==> src/rtl/spi_line_fetcher.sv <==
// spi_line_fetcher: one SPI READ burst per scanline that fills the line buffer. Define SPI_FAST_READ_EN to use FAST READ (0x0B) with 8 dummy bits.
module spi_line_fetcher #(
  parameter int          BYTES_PER_LINE = 16,
  parameter int          LINE_STRIDE    = 16,
  parameter logic [23:0] BASE_ADDR      = 24'h000000,
  parameter int          M0_V_VIEW      = 480,
  parameter int          M1_V_VIEW      = 900
) (
  input  logic       clk,
  input  logic       reset,
  input  logic       i_mode,
  input  logic       i_hmax,
  input  logic       i_vmax,
  input  logic [9:0] i_vpos,
  output logic       spi_csb,
  output logic       spi_sclk,
  output logic       spi_mosi,
  input  logic       spi_miso,
  output logic       o_wr_en,
  output logic [5:0] o_wr_addr,
  output logic [7:0] o_wr_data,
  output logic       o_busy,
  output logic       o_overrun
);
`ifdef SPI_FAST_READ_EN
  localparam logic [7:0] RD_CMD = 8'h0B;
  typedef enum logic [2:0] {IDLE, CMD, ADDR, DUMMY, DATA, GAP} state_t;
`else
  localparam logic [7:0] RD_CMD = 8'h03;
  typedef enum logic [2:0] {IDLE, CMD, ADDR, DATA, GAP} state_t;
`endif
  localparam logic [8:0] DATA_LAST = 9'(8 * BYTES_PER_LINE - 1);

  state_t      state_q, state_d;
  logic [8:0]  cnt_q;
  logic [31:0] sr_q;
  logic [6:0]  rx_q;
  logic        csb_q, sclk_q, mosi_q, wr_en_q, busy_q, ovr_q;
  logic [5:0]  wr_addr_q;
  logic [7:0]  wr_data_q;
  logic [10:0] next_line;
  logic        visible, last;
  logic [23:0] addr_d;

  // next display line, whether it is visible, and its ROM address (wraps at 24 bits)
  always_comb begin
    next_line = i_vmax ? 11'd0 : {1'b0, i_vpos} + 11'd1;
    visible   = next_line < (i_mode ? 11'(M1_V_VIEW) : 11'(M0_V_VIEW));
    addr_d    = BASE_ADDR + 24'(next_line) * 24'(LINE_STRIDE);
  end

  // last bit of the current shift phase and the phase that follows it
  always_comb begin
    last = (state_q == DATA) ? cnt_q == DATA_LAST : (state_q == ADDR) ? cnt_q == 9'd23 : cnt_q == 9'd7;
`ifdef SPI_FAST_READ_EN
    state_d = (state_q == CMD) ? ADDR : (state_q == ADDR) ? DUMMY : (state_q == DUMMY) ? DATA : GAP;
`else
    state_d = (state_q == CMD) ? ADDR : (state_q == ADDR) ? DATA : GAP;
`endif
  end

  // burst sequencer: two clocks per bit, MOSI moves as SCLK falls, MISO sampled as SCLK falls
  always_ff @(posedge clk) begin
    if (reset) begin
      state_q   <= IDLE;
      cnt_q     <= '0;
      sr_q      <= '0;
      rx_q      <= '0;
      csb_q     <= 1'b1;
      sclk_q    <= 1'b0;
      mosi_q    <= 1'b0;
      wr_en_q   <= 1'b0;
      wr_addr_q <= '0;
      wr_data_q <= '0;
      busy_q    <= 1'b0;
      ovr_q     <= 1'b0;
    end else begin
      wr_en_q <= 1'b0;
      if (i_hmax && busy_q) ovr_q <= 1'b1;
      case (state_q)
        IDLE: if (i_hmax && visible) begin
          state_q <= CMD;
          cnt_q   <= '0;
          csb_q   <= 1'b0;
          busy_q  <= 1'b1;
          sclk_q  <= 1'b0;
          sr_q    <= {RD_CMD, addr_d};
          mosi_q  <= RD_CMD[7];
        end
        GAP: begin
          cnt_q <= cnt_q + 9'd1;
          if (cnt_q[0]) begin
            state_q <= IDLE;
            busy_q  <= 1'b0;
          end
        end
        default: begin
          sclk_q <= ~sclk_q;
          if (sclk_q) begin
            sr_q   <= sr_q << 1;
            mosi_q <= sr_q[30];
            rx_q   <= {rx_q[5:0], spi_miso};
            cnt_q  <= last ? 9'd0 : cnt_q + 9'd1;
            if (last) state_q <= state_d;
            if (state_q == DATA && cnt_q[2:0] == 3'd7) begin
              wr_en_q   <= 1'b1;
              wr_addr_q <= cnt_q[8:3];
              wr_data_q <= {rx_q, spi_miso};
            end
            if (state_q == DATA && last) csb_q <= 1'b1;
          end
        end
      endcase
    end
  end

  assign spi_csb   = csb_q;
  assign spi_sclk  = sclk_q;
  assign spi_mosi  = mosi_q;
  assign o_wr_en   = wr_en_q;
  assign o_wr_addr = wr_addr_q;
  assign o_wr_data = wr_data_q;
  assign o_busy    = busy_q;
  assign o_overrun = ovr_q;
endmodule

==> config.mk <==
export PLATFORM = sky130hd
export DESIGN_NAME = spi_line_fetcher
export DESIGN_NICKNAME = d
export VERILOG_FILES = /design/src/rtl/spi_line_fetcher.sv
export SDC_FILE = /design/constraint.sdc
export NUM_CORES = 1
export LEC_CHECK = 0
export ABC_AREA = 1
export BUFFER_PORTS_ARGS = -buffer_cell sky130_fd_sc_hd__buf_4
export CORE_MARGIN = 1.5
export CORE_UTILIZATION = 40
export CTS_BUF_LIST = sky130_fd_sc_hd__clkbuf_8 sky130_fd_sc_hd__clkbuf_16
export DETAILED_ROUTE_END_ITERATION = 12
export PLACE_DENSITY = 0.63
export SLEW_MARGIN = 20
export SYNTH_ARGS = -nofsm -noshare
export SYNTH_HDL_FRONTEND = slang
export SYNTH_SLANG_ARGS = --single-unit
export TNS_END_PERCENT = 5
==> constraint.sdc <==
create_clock -name clk -period 4.6 [get_ports clk]
set_clock_uncertainty 0.1 [all_clocks]
set_input_delay 0.69 -clock clk [delete_from_list [all_inputs] [get_ports clk]]
set_output_delay 0.69 -clock clk [all_outputs]
set_load 0.01 [all_outputs]
==> impl_results.md <==
* Gr ovfl total at 0
* Top cell family by delay on the critical path: simple AND/OR/NAND/NOR gates
* Relative max-transition margin at 33.4%
* Port Buf Inserts at 35
* Post_cts resized at 0
* Seq/Total Area, Yosys at 42.4%
* Initial antenna violation count at 0
* Vias per cell at about 4.9
* Synth Area per Inst at about 7.2 um^2
* Final Hold Viols at 0
* Hpwl dp at 4470 um
* Tot Pwr at 1.81 mW
* Ports at 36
* Clock power share at 27.6%
* Hold crit path type: reg2reg
* Post-route ant nets at 0
* Detailed Routing Iterations Pass 1 at 7
* Cts bufs inserted at 9
* CORE AREA at ~7600 um^2
* Async SR Flop Fraction at 0%
* Achievable frequency at between 300 and 400 MHz
* Filler cells at 773
* Fin Hold WS at 359 ps
* Chip width at 91.3 um
* Worst Tran Pin Value at 993 ps
* First-pass GRT wire length at 11,300 um
* Buf/Inv on CP at 2
* P_int at 1.11 mW
* Final Setup Violations at 0
* Sw power at about 700 uW
* H-tree level count at 3
* ANT cells at 0
* Yosys warns at 0
* Hold Path Depth at 2
* Row cnt at 32
* Critical path peak fanout at 26
* Total GRT Usage at 16.7%
* Final Cell Area at 3620 um^2
* Root Driver: clkbuf_8
* Post-CTS Setup Repair Bufs at 0
* Final worst-path cycle share at 57.3%
* Final nets at 485
* Kind of end point of the critical path: flip-flop
* EDFF count, synth at 0
* Crit path kind: in2reg
* Synth Flop Type: dfxtp_1
* Worst Hold Path EP: o_wr_data[1]$_SDFFE_PP0P_
* Routed wire length at 6580 um
* Reg2Reg Setup Slack at 2210 ps
* Initial DRC count at 150
* Worst vdd ir at 187 uV
* Max Cap Viol at 0
* Area of the multi-input gates at 1560 um^2
* Worst-Skew Late Latency at 340 ps
* Worst Path Required at 4730 ps
* Gate Count Post-Synth at 432
* DRC at 0
* Vias in the first global route at around 2.6k
* Yosys cell types at 34
* Die ar. at between 8000 and 9000 um^2
* Final setup TNS at 0 ps
* Largest net degree at the start of global routing at 44
* #FFs+latches synth at 66
* Final Max Slew Viols at 0
* Power per cell area at 499 nW/um^2
* Critical path arrival at 2760 ps
* Startpoint types: input port
* CTS max path bufs at 2
* CTS tree: built
* CP max stage delay at 280 ps
* Leakage at 1.59 nW
* Status: finished, final reports clean
* Reg clk slew, reported paths at around 70 ps
* CP max stage cell: ha_1
* FF-to-FF Start: state_q[1]$_SDFFE_PP0P_
* GP Congestion at 0.853
* Switching share of power at just under 40%
* Setup repair after global routing missed its margin: no
* Gate power share at 32.6%
* Sinks on Clock Net at 66
* Worst r2r path cells at 8
* Hold path startpoint: rx_q[0]$_SDFFE_PP0P_
* Cell Area, Placed at 3420 um^2
* Post-synthesis cell area at around 3100 um^2
* RR Endpoint: sr_q[13]$_SDFFE_PP0P_
* Starting density of the core at 40.8%
* Tmin final at 2630 ps
* Share of cells above drive strength 1 at 18.4%
* Die height at 91.3 um
* CP cell instances: buf_4 > ha_1 > nand3_2 > nor2_2 > o21ai_0 > a21oi_1 > ha_1 > a21oi_1 > nand2_1 > nand2_2 > nand3_4 > nand2_4 > inv_6 > nor2_1 > nor2_1
* Avg WL per Cell at 11.5 um
* Vias post-DR at ~2.8k
* Sequential share of power at 39.8%
* Cts hold-fix bufs at 0
* Syn-to-layout area delta at 16.1%
* FF+latch area at 1320 um^2
* Syn Nets at 454
==> layout make-up <==
cell class	count	share of cell area, %
sequential	66	36.5
clock buffer	10	3.80
clock inverter	6	1.83
tap	102	3.53
multi-input combinational	316	43.2
timing repair buffer	36	7.47
inverter	34	3.66
==> registers in the layout, indices dropped and copies added (netlist names) <==
signal	cells
sr_q	27
state_q	3
o_wr_en	1
spi_mosi	1
o_wr_addr	6
o_wr_data	8
spi_csb	1
o_busy	1
cnt_q	9
o_overrun	1
spi_sclk	1
rx_q	7
==> per-layer routing <==
layer,share of wire (%),GRT usage [%]
met5,0,0
met4,1.8,8.20
met3,3.0,3.27
met2,46,27.0
met1,49,21.1
==> worst min-delay path, delay by kind of cell, from the launching register on <==
kind,cells,cell delay [ps]
and+or+nand+nor,2,100
DFF,1,320
==> cell usage after synthesis (3+ instances only) <==
| library cell | count | area, um^2 |
|---|---|---|
| a21oi_1 | 31 | 155 |
| a21oi_2 | 9 | 78.8 |
| buf_6 | 3 | 33.8 |
| clkbuf_1 | 10 | 37.5 |
| dfxtp_1 | 66 | 1320 |
| ha_1 | 6 | 75.1 |
| inv_1 | 31 | 116 |
| nand2_1 | 98 | 368 |
| nand2_2 | 12 | 75.1 |
| nand3_1 | 30 | 150 |
| nand4_1 | 3 | 18.8 |
| nor2_1 | 62 | 233 |
| nor2_2 | 4 | 25.0 |
| nor3_1 | 4 | 20.0 |
| o21ai_0 | 37 | 185 |
==> logic make-up after synthesis <==
kind of cell / share of synthesized area (%)
compound gates: 16.2
flops: 42.4
simple gates: 31.0
buf+inv: 7.43
fa+ha+maj: 2.41
xor+xnor: 0.562
==> layout by cell type, fill, tap and decap left out, drive strengths merged <==
master,Yosys,layout
a211oi,2,2
a21boi,1,1
a21oi,40,40
and3b,1,1
buf,6,36
bufinv,0,1
clkbuf,10,10
clkinv,1,4
clkinvlp,0,3
dfxtp,66,66
ha,6,6
inv,33,32
nand2,112,112
nand3,32,32
nand4,3,3
nor2,67,67
nor3,4,4
nor4,1,1
o21a,2,2
o21ai,39,39
o21bai,2,2
o311ai,1,1
o31ai,1,1
xor2,2,2
==> worst max path at each step <==
stage                     slack, ps      start               endpoint  cells past startpoint
after floorplan                1950  i_vpos[0]  sr_q[11]$_SDFFE_PP0P_                     15
after global placement         1690  i_vpos[0]  sr_q[13]$_SDFFE_PP0P_                     15
after detailed placement       1600  i_vpos[0]  sr_q[13]$_SDFFE_PP0P_                     15
after CTS                      1980  i_vpos[0]  sr_q[10]$_SDFFE_PP0P_                     15
after global routing           1720  i_vpos[0]   sr_q[5]$_SDFFE_PP0P_                     17
final                          1970  i_vpos[0]  sr_q[13]$_SDFFE_PP0P_                     15
==> metrics by stage <==
stage                     utilization, %  instances  worst slack [ps]
after global placement              44.7        554              1690
after detailed placement            44.7        554              1600
after global routing                47.3        570              1720
final                               47.3        570              1970
after floorplan                        -        432              1950
after CTS                           47.3        570              1980
==> power by group through the flow <==
stage	Combinational [mW]	Clock, mW	Sequential, mW
floorplan	0.509	0	0.721
global placement	0.579	0	0.729
CTS	0.592	0.513	0.719
finish	0.589	0.498	0.719
global route	0.674	0.537	0.734
detailed placement	0.589	0	0.731
(Power assumes the default switching activity.)
